--- src/rtl/cic_ch_sched_pkg.sv ---
// Shared state encoding and elaboration-time helpers for the CIC channel scheduler.
// Used for port widths and counter sizing in the scheduler and its channel picker.
package cic_ch_sched_pkg;

   typedef enum logic [2:0] {
      ST_IDLE    = 3'd0,
      ST_SELECT  = 3'd1,
      ST_FLUSH   = 3'd2,
      ST_SETTLE  = 3'd3,
      ST_CAPTURE = 3'd4
   } state_t;

   function automatic int f_clog2(input int value);
      int r;
      r = 0;
      for (int v = value - 1; v > 0; v = v >> 1) begin
         r = r + 1;
      end
      return r;
   endfunction

   function automatic int f_max(input int a, input int b);
      return (a > b) ? a : b;
   endfunction

endpackage

--- src/rtl/cic_ch_sched_if.sv ---
// Forwarded-sample stream: one decimated word tagged with its channel, valid/ready handshake.
interface cic_ch_sched_if #(
   parameter int O_WIDTH = 8,
   parameter int CW      = 2
);
   logic [O_WIDTH-1:0] data;
   logic [CW-1:0]      ch;
   logic               valid;
   logic               ready;

   modport master (output data, output ch, output valid, input ready);
   modport slave  (input data, input ch, input valid, output ready);
endinterface

--- src/rtl/cic_ch_sched_rr_pick.sv ---
// Combinational round-robin picker: first enabled channel strictly after i_ch,
// or from channel 0 inclusive when i_first is set.
module cic_ch_sched_rr_pick #(
   parameter int N_CH = 4,
   parameter int CW   = 2
) (
   input  logic [N_CH-1:0] i_mask,
   input  logic [CW-1:0]   i_ch,
   input  logic            i_first,
   output logic [CW-1:0]   o_ch,
   output logic            o_found
);
   logic [CW-1:0]   w_cand [N_CH];
   logic [N_CH-1:0] w_hit;

   genvar gi;
   generate
      for (gi = 0; gi < N_CH; gi++) begin : g_cand
         // One extra bit holds i_ch + offset before the wrap back into 0..N_CH-1.
         logic [CW:0] w_sum;
         assign w_sum = i_first ? (CW+1)'(gi) : ({1'b0, i_ch} + (CW+1)'(gi + 1));
         assign w_cand[gi] = (w_sum >= (CW+1)'(N_CH)) ? CW'(w_sum - (CW+1)'(N_CH))
                                                      : w_sum[CW-1:0];
         assign w_hit[gi]  = i_mask[w_cand[gi]];
      end
   endgenerate

   always_comb begin
      o_found = 1'b0;
      o_ch    = '0;
      for (int k = N_CH - 1; k >= 0; k--) begin
         if (w_hit[k]) begin
            o_found = 1'b1;
            o_ch    = w_cand[k];
         end
      end
   end

endmodule

--- src/rtl/cic_ch_sched.sv ---
// Time-multiplexes one CIC decimator over N_CH sigma-delta channels: flush, settle,
// then forward SAMPLES tagged words per visit through a single-entry output register.
module cic_ch_sched
   import cic_ch_sched_pkg::*;
#(
   parameter int N_CH      = 4,
   parameter int I_WIDTH   = 2,
   parameter int O_WIDTH   = 8,
   parameter int SETTLE    = 1,
   parameter int SAMPLES   = 4,
   parameter int FLUSH_CYC = 2
) (
   input  logic                    i_clk,
   input  logic                    i_rst,
   input  logic                    i_start,
   input  logic                    i_stop,
   input  logic [N_CH-1:0]         i_ch_mask,
   input  logic [N_CH*I_WIDTH-1:0] i_sd,
   output logic                    o_cic_en,
   output logic                    o_cic_rst,
   output logic [I_WIDTH-1:0]      o_cic_data,
   input  logic [O_WIDTH-1:0]      i_cic_data,
   input  logic                    i_cic_clk,
   cic_ch_sched_if.master          o_stream,
   output logic                    o_busy,
   output logic                    o_overrun
);
   localparam int CW      = f_max(1, f_clog2(N_CH));
   localparam int CNT_MAX = f_max(f_max(SETTLE, SAMPLES), FLUSH_CYC);
   localparam int CNTW    = f_max(1, f_clog2(CNT_MAX + 1));

   localparam logic [CNTW-1:0] FLUSH_LAST  = CNTW'(FLUSH_CYC - 1);
   localparam logic [CNTW-1:0] SETTLE_LAST = CNTW'(f_max(SETTLE, 1) - 1);
   localparam logic [CNTW-1:0] SAMPLE_LAST = CNTW'(SAMPLES - 1);

   state_t              r_state;
   state_t              w_state_next;
   logic [CW-1:0]       r_ch;
   logic [CW-1:0]       w_ch_next;
   logic [CNTW-1:0]     r_cnt;
   logic [CNTW-1:0]     w_cnt_next;
   logic                r_cclk_q;
   logic                r_stop_pend;
   logic                r_first;
   logic [O_WIDTH-1:0]  r_data;
   logic [CW-1:0]       r_och;
   logic                r_valid;
   logic                r_overrun;

   logic                w_strb;
   logic                w_offer;
   logic                w_load_ok;
   logic                w_accept;
   logic [CW-1:0]       w_pick_ch;
   logic                w_pick_found;
   logic [I_WIDTH-1:0]  w_sd_ch [N_CH];

   genvar gi;
   generate
      for (gi = 0; gi < N_CH; gi++) begin : g_sd
         assign w_sd_ch[gi] = i_sd[gi*I_WIDTH +: I_WIDTH];
      end
   endgenerate

   cic_ch_sched_rr_pick #(.N_CH(N_CH), .CW(CW)) u_pick (
      .i_mask  (i_ch_mask),
      .i_ch    (r_ch),
      .i_first (r_first),
      .o_ch    (w_pick_ch),
      .o_found (w_pick_found)
   );

   // The decimated clock is sampled as data; its rising edge marks fresh i_cic_data.
   assign w_strb     = i_cic_clk & ~r_cclk_q;
   assign w_load_ok  = ~r_valid | o_stream.ready;
   assign w_accept   = r_valid & o_stream.ready;

   always_comb begin
      w_state_next = r_state;
      w_ch_next    = r_ch;
      w_cnt_next   = r_cnt;
      w_offer      = 1'b0;
      o_cic_rst    = 1'b0;
      o_cic_en     = 1'b0;
      case (r_state)
         ST_IDLE: begin
            o_cic_rst = 1'b1;
            if (i_start && (|i_ch_mask)) w_state_next = ST_SELECT;
         end
         ST_SELECT: begin
            if (w_pick_found) begin
               w_ch_next    = w_pick_ch;
               w_cnt_next   = '0;
               w_state_next = ST_FLUSH;
            end else begin
               w_state_next = ST_IDLE;
            end
         end
         ST_FLUSH: begin
            o_cic_rst = 1'b1;
            if (r_cnt == FLUSH_LAST) begin
               w_cnt_next   = '0;
               w_state_next = (SETTLE == 0) ? ST_CAPTURE : ST_SETTLE;
            end else begin
               w_cnt_next = r_cnt + 1'b1;
            end
         end
         ST_SETTLE: begin
            o_cic_en = 1'b1;
            if (w_strb) begin
               if (r_cnt == SETTLE_LAST) begin
                  w_cnt_next   = '0;
                  w_state_next = ST_CAPTURE;
               end else begin
                  w_cnt_next = r_cnt + 1'b1;
               end
            end
         end
         ST_CAPTURE: begin
            o_cic_en = 1'b1;
            if (w_strb) begin
               w_offer = 1'b1;
               if (r_cnt == SAMPLE_LAST) begin
                  w_cnt_next   = '0;
                  w_state_next = r_stop_pend ? ST_IDLE : ST_SELECT;
               end else begin
                  w_cnt_next = r_cnt + 1'b1;
               end
            end
         end
         default: w_state_next = ST_IDLE;
      endcase
   end

   always_ff @(posedge i_clk or posedge i_rst) begin
      if (i_rst) begin
         r_state     <= ST_IDLE;
         r_ch        <= '0;
         r_cnt       <= '0;
         r_cclk_q    <= 1'b0;
         r_stop_pend <= 1'b0;
         r_first     <= 1'b1;
      end else begin
         r_state  <= w_state_next;
         r_ch     <= w_ch_next;
         r_cnt    <= w_cnt_next;
         r_cclk_q <= i_cic_clk;
         // Covers start+stop in the same IDLE cycle: the visit begins with stop pending.
         if (w_state_next == ST_IDLE) r_stop_pend <= 1'b0;
         else if (i_stop)             r_stop_pend <= 1'b1;
         if (r_state == ST_IDLE)        r_first <= 1'b1;
         else if (r_state == ST_SELECT) r_first <= 1'b0;
      end
   end

   // Dropped words still count toward SAMPLES; the held word survives channel switches.
   always_ff @(posedge i_clk or posedge i_rst) begin
      if (i_rst) begin
         r_data    <= '0;
         r_och     <= '0;
         r_valid   <= 1'b0;
         r_overrun <= 1'b0;
      end else begin
         if (w_offer && w_load_ok) begin
            r_data  <= i_cic_data;
            r_och   <= r_ch;
            r_valid <= 1'b1;
         end else if (w_accept) begin
            r_valid <= 1'b0;
         end
         if (w_offer && !w_load_ok) r_overrun <= 1'b1;
         else if (i_start)          r_overrun <= 1'b0;
      end
   end

   assign o_stream.data  = r_data;
   assign o_stream.ch    = r_och;
   assign o_stream.valid = r_valid;
   assign o_cic_data     = (r_state == ST_IDLE) ? '0 : w_sd_ch[r_ch];
   assign o_busy         = (r_state != ST_IDLE);
   assign o_overrun      = r_overrun;

endmodule
--- src/flat_wrapper.sv ---
// flat-port wrapper written by rule: the top's interface ports become plain ports
module cic_ch_sched_flat import cic_ch_sched_pkg::*;
#(
   parameter int N_CH      = 4,
   parameter int I_WIDTH   = 2,
   parameter int O_WIDTH   = 8,
   parameter int SETTLE    = 1,
   parameter int SAMPLES   = 4,
   parameter int FLUSH_CYC = 2
)
  (i_clk, i_rst, i_start, i_stop, i_ch_mask, i_sd, o_cic_en, o_cic_rst, o_cic_data, i_cic_data, i_cic_clk, o_busy, o_overrun, o_stream_data, o_stream_ch, o_stream_valid, o_stream_ready);
  cic_ch_sched_if #(.O_WIDTH(O_WIDTH)) o_stream_i ();
  input  logic i_clk;
  input  logic i_rst;
  input  logic i_start;
  input  logic i_stop;
  input  logic [N_CH-1:0] i_ch_mask;
  input  logic [N_CH*I_WIDTH-1:0] i_sd;
  output logic o_cic_en;
  output logic o_cic_rst;
  output logic [I_WIDTH-1:0] o_cic_data;
  input  logic [O_WIDTH-1:0] i_cic_data;
  input  logic i_cic_clk;
  output logic o_busy;
  output logic o_overrun;
  output wire logic [$bits(o_stream_i.data)-1:0] o_stream_data;
  output wire logic [$bits(o_stream_i.ch)-1:0] o_stream_ch;
  output wire logic [$bits(o_stream_i.valid)-1:0] o_stream_valid;
  input wire logic [$bits(o_stream_i.ready)-1:0] o_stream_ready;
  assign o_stream_data = o_stream_i.data;
  assign o_stream_ch = o_stream_i.ch;
  assign o_stream_valid = o_stream_i.valid;
  assign o_stream_i.ready = o_stream_ready;
  cic_ch_sched #(.N_CH(N_CH), .I_WIDTH(I_WIDTH), .O_WIDTH(O_WIDTH), .SETTLE(SETTLE), .SAMPLES(SAMPLES), .FLUSH_CYC(FLUSH_CYC)) u_core (.i_clk(i_clk), .i_rst(i_rst), .i_start(i_start), .i_stop(i_stop), .i_ch_mask(i_ch_mask), .i_sd(i_sd), .o_cic_en(o_cic_en), .o_cic_rst(o_cic_rst), .o_cic_data(o_cic_data), .i_cic_data(i_cic_data), .i_cic_clk(i_cic_clk), .o_stream(o_stream_i), .o_busy(o_busy), .o_overrun(o_overrun));
endmodule
--- config.mk ---
export PLATFORM = sky130hd
export DESIGN_NAME = cic_ch_sched_flat
export DESIGN_NICKNAME = d
export VERILOG_FILES = /design/src/rtl/cic_ch_sched_pkg.sv /design/src/rtl/cic_ch_sched_if.sv /design/src/rtl/cic_ch_sched_rr_pick.sv /design/src/rtl/cic_ch_sched.sv /design/src/flat_wrapper.sv
export SDC_FILE = /design/constraint.sdc
export NUM_CORES = 1
export LEC_CHECK = 0
export CAP_MARGIN = 10
export CORE_MARGIN = 3
export CORE_UTILIZATION = 40
export DETAILED_ROUTE_END_ITERATION = 6
export DONT_BUFFER_PORTS = 1
export PLACE_DENSITY = 0.64
export SETUP_SLACK_MARGIN = 0.2
export SYNTH_ARGS = -nofsm -noshare
export SYNTH_HDL_FRONTEND = slang
export SYNTH_SLANG_ARGS = --single-unit
--- constraint.sdc ---
create_clock -name i_clk -period 3.8 [get_ports i_clk]
set_clock_uncertainty 0.2 [all_clocks]
set_input_delay 0.38 -clock i_clk [delete_from_list [all_inputs] [get_ports i_clk]]
set_output_delay 0.38 -clock i_clk [all_outputs]
set_load 0.01 [all_outputs]
# Word level (Yosys, flattened, before mapping)
# Cells that the tools add are included.
[word_totals]
output_inout_bits = 17
ff_bits = 23
[classes]
muxes = 56
order_cmp = 9
reduce_logical = 18
add_sub_neg = 9
n_eq_ne = 9
bitwise = 6
[ops]
columns = ["cell", "count"]
rows = [
  ["two-way mux 3 bit", 16],
  ["two-way mux 2 bit", 12],
  ["two-way mux 1 bit", 21],
  ["greater-or-equal comparator 3 bit (second input constant)", 5],
  ["case mux 3 bit (5 select lines)", 1],
  ["less-than comparator 2 x 3 -> 1 bit (second input constant)", 4],
  ["case mux 3 bit (4 select lines)", 1],
  ["== test 3 x 2 -> 1 bit (second input constant)", 3],
  ["zero test 3 bit", 3],
  ["binary-select mux 1 bit (select 2 bit)", 4],
  ["nonzero test 2 bit", 4],
  ["subtractor 2 x 1 -> 2 bit (second input constant)", 4],
  ["adder 2 x 2 -> 3 bit (second input constant)", 2],
  ["== test 3 x 1 -> 1 bit (second input constant)", 2],
  ["binary-select mux 2 bit (select 2 bit)", 1],
  ["!= test 2 x 1 -> 1 bit (second input constant)", 2],
  ["AND reduction 4 bit", 1],
  ["nonzero test 4 bit", 1],
  ["OR reduction 2 bit", 2],
  ["OR reduction 4 bit", 1],
  ["adder 2 x 1 -> 3 bit (second input constant)", 1],
  ["adder 2 x 3 -> 3 bit (second input constant)", 1],
  ["adder 3 x 1 -> 3 bit (second input constant)", 1],
  ["== test 3 bit (second input constant)", 1],
  ["9 further kinds", 13],
]

# Depth between registers and ports, before layout
# Gate-level depths: netlist of run 1.
[logic_depth]
word_depth = 14
mapped_depth = 7

# Modules after synthesis
# A second synthesis of run 1 with hierarchy kept.
[unflattened]
hier_cells = 125
area_unflattened_um2 = 1452.6
[by_module_without_submodules]
columns = ["mod", "cells_each", "instances", "seq_area_each_um2", "area_per_inst_um2"]
rows = [
  ["cic_ch_sched", 100, 1, 576.8, 1283.7],
  ["cic_ch_sched_rr_pick", 25, 1, 0.0, 168.9],
]

# Least setup slack after synthesis of run 1
# No wires, ideal clock.
[synth_timing]
kind = "register -> output"
start = "register u_core.r_ch[0]"
end = "output port o_cic_data[0]"
t_required_ns = 3.220
setup_slack_ns = 1.963
t_arrival_ns = 1.257
path_buffers = 1
stages_incl_launch_ff = 4
cell_sequence = "dfrtp_1 buf_2 mux4_2 and2_1"
[synth_between]
elab_chain_len = 5
[synth_lines]
columns = ["item", "line", "text"]
rows = [
  ["from (decl)", "cic_ch_sched.sv:38", "logic [CW-1:0] r_ch;"],
  ["from (signal assigned)", "cic_ch_sched.sv:145", "r_ch <= w_ch_next;"],
  ["inverter 2 -> 3 bit (not written as such)", "cic_ch_sched.sv:179", "assign o_cic_data = (r_state == ST_IDLE) ? '0 : w_sd_ch[r_ch];"],
  ["binary-select mux 2 bit (select 2 bit)", "cic_ch_sched.sv:179", ""],
  ["two-way mux 2 bit (not written as such) (2 in a row)", "cic_ch_sched.sv:179", ""],
  ["two-way mux 2 bit", "cic_ch_sched.sv:179", ""],
  ["to (decl)", "flat_wrapper.sv:21", "output logic [I_WIDTH-1:0] o_cic_data;"],
]
# Every way passes these cells. The select of a mux whose other input is x is not followed.

# Final worst setup path of run 1
# Ends and elaborated chain as after synthesis.

==> impl_metrics.tcl, run 1 <==
set metrics [dict create \
    rows 20 \
    syn-cell-area_mm2 0.00136 \
    worst_hold_slack_ns 0.0209 \
    worst-setup-path-type "reg -> out" \
    timing.rr.start "u_core.r_state[0]" \
    grtUsageTotal_pct 13.6 \
    synthCells 136 \
    antenna_found_initial 0 \
    synth-edff-count 0 \
    period_minus_slack_ns 2.29 \
    grt_pass1_wl_um 4510 \
    place_inst 174 \
    numCtsBuffers 3 \
    grt_pass1_vias 1058 \
    ios 43 \
    status "finished, final reports clean" \
    drc 0 \
    clkTransAtPathRegs_ns 0.12 \
    final_antenna_net_count 0 \
    place_hpwl_um 2130 \
    fin_crit_sh_pct 60.2 \
    maxCapViolCount 0 \
    final_cell_mix "dfrtp_1 (22), nand2_1 (14), dlygate4sd3_1 (11)" \
    yosys_warnings 0 \
    seq_area_frac_synth_pct 42.5 \
    vias 1066 \
    synth_async_sr_flop_share_pct 100 \
    r2r_setup_slack_ns 1.86 \
    syn_nets 167 \
    routed_wl_um 2940 \
    setup_viol 0 \
    finalMaxSlewViolations 0 \
    irDropWorstVdd_mv 0.310 \
    die_h_um 64.3 \
    r2r_cells 5 \
    numPortBuffers 0 \
    r2r_end "u_core.o_stream.data[4]" \
    cts_root_buf "clkbuf_4" \
    cp.arrival_ns 1.71 \
    max_freq_mhz 437 \
    final-hold-violation-count 0 \
    end_kind "primary output" \
    ys_ff_latch 23 \
    gp_congestion 0.856 \
    drt_pass1_iterations 4 \
    whs_endpoint "u_core.o_stream.data[0]" \
    worstMarginPinSlew_ns 0.850 \
    critical_path.max_fanout 14 \
    post_cts_buffers 0 \
    powerDensity_mw_per_mm2 600 \
    grt_start_max_net_pins 24 \
    ys.flop_type "dfrtp_1" \
    cts_tree "done" \
    rsz0062_at_grt "false" \
    cts_resized 0 \
    min_path_type "in -> reg" \
    final_cells 189 \
    initial_utilization_pct 43.1 \
    clkSinkCount 23 \
    hold_depth 1 \
    worst_setup_path_start_kind "register" \
    grt_overflow_total 0 \
    nFillCells 318 \
    routed_via_density 5.64 \
    clock_latency_ns 0.31 \
    dieArea_mm2 0.00413 \
    clock_path_buffers 2 \
    final_nets 177 \
    worstPathRequired_ns 3.22 \
    fin_setup_tns_ns 0 \
    power.leakage_uw 0.000645 \
    drtIter0Drc 83 \
    syn_area_per_cell_um2 9.98 \
    slew_headroom_pct 43.3 \
    h-tree-depth 1 \
    layout_commonest_cell "dfrtp_1" \
    area_delta_synth_final_pct 12.3 \
    coreArea_mm2 0.00315 \
    wl_per_cell_um 15.5 \
    min_from "i_cic_data[0]" \
    antenna_cells 0 \
    drive_above_1_share_pct 14.5 \
    dieWidth_um 64.3 \
    synth_cell_types 40 \
    p_total_uw 914 \
]
cell usage after synthesis, drive strengths merged (3+ instances only):
library cell   n  area (um2)
buf            3        15.0
nor3b          3        22.5
nor2           9        33.8
mux2          10         113
mux2i          3        30.0
nor2b          5        31.3
nand2b         5        31.3
nand2         14        52.6
clkbuf         3        11.3
ha             5        62.6
inv            7        26.3
o21ai          8        40.0
dfrtp         22         551
a21oi          8        43.8
through the flow:
step	cell area (um2)	setup slack [ns]	util [%]
CTS	1440	1.49	45.8
global route	1520	1.40	48.3
detailed placement	1390	1.85	44.0
finish	1520	1.51	48.3
floorplan	1360	1.96	-
global placement	1390	1.89	44.0
critical path, cell delays in order, from the launching register on:
cell,delay (ns)
dfrtp_1,0.64
mux4_2,0.56
and2_1,0.21
layer usage:
metal | up-vias | track usage [%] | wire, um
met5 | - | 0 | 0
met4 | 0 | 5.80 | 90
met3 | 10 | 3.51 | 176
met2 | 42 | 23.7 | 1570
met1 | 512 | 15.6 | 1100
li1 | 502 | - | -
repair_timing:
action                                  in CTS  in global routing
hold endpoints to repair                    24                  8
hold buffers                                 3                  8
endpoints found under the setup margin       0                  0
sequential cells by signal, indices dropped and copies added (netlist names):
register,cells
u_core.r_state,3
u_core.o_stream.data,8
u_core.r_cnt,3
u_core.r_cclk_q,1
u_core.o_stream.ch,2
u_core.o_overrun,1
u_core.o_stream.valid,1
u_core.r_ch,2
u_core.r_first,1
u_core.r_stop_pend,1
report_power, final:
group / switching [uW] / total, uW / internal [uW]
Combinational: 168 / 345 / 177
Clock: 72.6 / 112 / 39.3
Sequential: 134 / 457 / 323
cell families (layout without fill, tap and decap cells):
family	Yosys count	count (layout)	share of synthesized area (%)
AOI/OAI and AO/OA	33	33	16.9
adders and majority gates	5	5	4.61
buffers and inverters	13	22	3.87
DFF	23	23	42.5
muxes	15	15	13.8
and+or+nand+nor	47	47	18.3
worst max-delay path by stage:
stage                    from       endpoint  slack (ns)  cells after the start
2_1_floorplan  u_core.r_ch[0]  o_cic_data[0]        1.96                      3
3_3_place_gp   u_core.r_ch[0]  o_cic_data[1]        1.89                      2
3_5_place_dp   u_core.r_ch[0]  o_cic_data[0]        1.85                      2
4_1_cts        u_core.r_ch[0]  o_cic_data[0]        1.49                      2
5_1_grt        u_core.r_ch[0]  o_cic_data[0]        1.40                      2
6_report       u_core.r_ch[0]  o_cic_data[0]        1.51                      2
area by class of cell:
type | instances | area (um2) | area share, %
clock buffers | 3 | 22.5 | 1.48
inverters | 7 | 26.3 | 1.72
well taps | 44 | 55.1 | 3.61
clock inverters | 1 | 5.00 | 0.328
repair buffers | 11 | 110 | 7.22
multi-input cells | 100 | 728 | 47.8
flip-flops and latches | 23 | 577 | 37.8
Power figures use the tool's default switching activity.
==> run 2: changes to the inputs <==
- PLACE_DENSITY: 0.64 -> 0.66
- clock period: 3.8 -> 2.05 ns (I/O delays scaled with it)
==> run 2 against run 1 <==
Compared with the run above:
- power grew 110%
- clock power grew 92%
- largest cell class unchanged
- worst hold slack gained 0.0056 ns
- core utilization grew 6.2 points
- first-iteration DRC count shrank 58%
- sequential share of layout area shrank 4.1 points
- critical path type unchanged
- critical endpoint is now o_cic_data[1]
- die area is the same
==> impl_metrics.tcl, run 2 (synthesized netlist as in run 1, its figures left out) <==
set metrics [dict create \
    status "finished, final reports clean" \
    critical_path_buf_inv_count 1 \
    grt_pass1_wl_um 5060 \
    grt_overflow_total 0 \
    clock_latency_ns 0.32 \
    slowest_delay_ns 0.44 \
    wl_per_cell_um 15.1 \
    finalMaxSlewViolations 0 \
    maxCapViolCount 0 \
    slew_headroom_pct 73.7 \
    routed_wl_um 3100 \
    cts_root_buf "clkbuf_4" \
    min_path_type "in -> reg" \
    initial_utilization_pct 43.1 \
    drc 0 \
    drtIter0Drc 35 \
    clkTransAtPathRegs_ns 0.13 \
    p_sw_uw 759 \
    coreArea_mm2 0.00315 \
    cp_top_family "simple AND/OR/NAND/NOR gates" \
    worst_setup_path_start_kind "register" \
    power.leakage_uw 0.000730 \
    final_cell_mix "dfrtp_1 (19), dlygate4sd3_1 (14), nand2_1 (13)" \
    cts_tree "done" \
    place_inst 178 \
    finish.utilization_pct 54.6 \
    setup_ws_ns 0.167 \
    power_frac_comb_pct 47.2 \
    final_cells 205 \
    critical_path.max_fanout 5 \
    setup_viol 0 \
    p_int_uw 1180 \
    final-hold-violation-count 0 \
    dieArea_mm2 0.00413 \
    die_h_um 64.3 \
    layout_commonest_cell "dfrtp_1" \
    place_ws_ns 0.149 \
    max_freq_mhz 531 \
    worst_hold_slack_ns 0.0265 \
    cp.arrival_ns 1.48 \
    rows 20 \
    drt_pass1_iterations 4 \
    routed_via_density 5.38 \
    antenna_cells 0 \
    numCtsBuffers 3 \
    irDropWorstVdd_mv 0.600 \
    worst-setup-path-type "reg -> out" \
    period_minus_slack_ns 1.88 \
    pwr-share-clk_pct 11.1 \
    final_nets 193 \
    clock_path_buffers 2 \
    swShare_pct 39.2 \
    h-tree-depth 1 \
    crit_path_top_delay_cell "dfrtp_2" \
    powerDensity_mw_per_mm2 1120 \
    vias 1102 \
    ios 43 \
    end_kind "primary output" \
    path_cells "buf_6, or3_4, and2_4" \
    rsz0062_at_grt "true" \
    grt_pass1_vias 1146 \
    area_delta_synth_final_pct 26.7 \
    antenna_found_initial 0 \
    worstMarginPinSlew_ns 0.390 \
    dieWidth_um 64.3 \
    drive_above_1_share_pct 29.2 \
    worstPathRequired_ns 1.64 \
    fin_crit_sh_pct 91.9 \
    grt_start_max_net_pins 24 \
    grtUsageTotal_pct 15.1 \
    seqPwrFrac_pct 41.7 \
    place_hpwl_um 2180 \
    gp_congestion 0.841 \
    clkSinkCount 23 \
    final_antenna_net_count 0 \
    fin_setup_tns_ns 0 \
    numPortBuffers 0 \
    largest_reg_flops 8 \
]
-- run 2: metrics by stage --
stage / total power, uW / instance area [um2]
3_3_place_gp: 1470 / 1420
6_report: 1940 / 1720
3_5_place_dp: 1510 / 1420
2_1_floorplan: 1350 / 1360
4_1_cts: 1830 / 1640
5_1_grt: 2090 / 1720
-- run 2: worst register-to-register path, delay by kind of cell, from the launching register on --
family / cells / cell delay, ns
AOI/OAI and AO/OA: 3 / 0.50
DFF: 1 / 0.47
buffers and inverters: 2 / 0.30
and+or+nand+nor: 2 / 0.26
-- run 2: power by group through the flow --
stage | Combinational [uW] | Sequential (uW) | Clock [uW]
finish | 913 | 806 | 215
global route | 1010 | 835 | 243
CTS | 806 | 797 | 222
detailed placement | 683 | 825 | 0
global placement | 659 | 815 | 0
floorplan | 644 | 708 | 0
-- run 2: layer usage --
layer / wire length (um) / GRT usage, % / up-vias / share of wire, %
met3: 176 / 4.39 / 4 / 5.7
li1: - / - / 537 / -
met1: 1270 / 17.4 / 524 / 41
met4: 29 / 4.22 / 0 / 0.94
met2: 1620 / 27.1 / 37 / 52
met5: 0 / 0 / - / 0
-- run 2: cell type report --
cell class	instances	area (um2)
timing repair buffer	27	245
inverter	7	26.3
fill	293	1430
sequential	23	581
tap	44	55.1
clock buffer	3	22.5
clock inverter	1	5.00
multi-input combinational	100	786
-- run 2: final timing paths --
kind,start,endpoint,slack (ns),depth (start not counted)
setup / recovery,u_core.r_state[0],o_cic_data[1],0.17,3
hold / removal,i_ch_mask[0],u_core.r_ch[1],0.03,4
max in group asynchronous,i_rst,u_core.r_first,1.23,3
hold reg to reg,u_core.r_stop_pend,u_core.r_stop_pend,0.34,1
min in group asynchronous,i_rst,u_core.r_cnt[1],0.14,3
setup reg to reg,u_core.r_ch[0],u_core.r_ch[0],0.23,7
-- run 2: repair_timing --
item / 4_1_cts / 5_1_grt
resized for setup: 8 / 11
pin swaps: 1 / 5
setup endpoints to repair: 6 / 15
hold buffers: 14 / 0
hold endpoints to repair: 37 / 0
setup buffers: 4 / 5
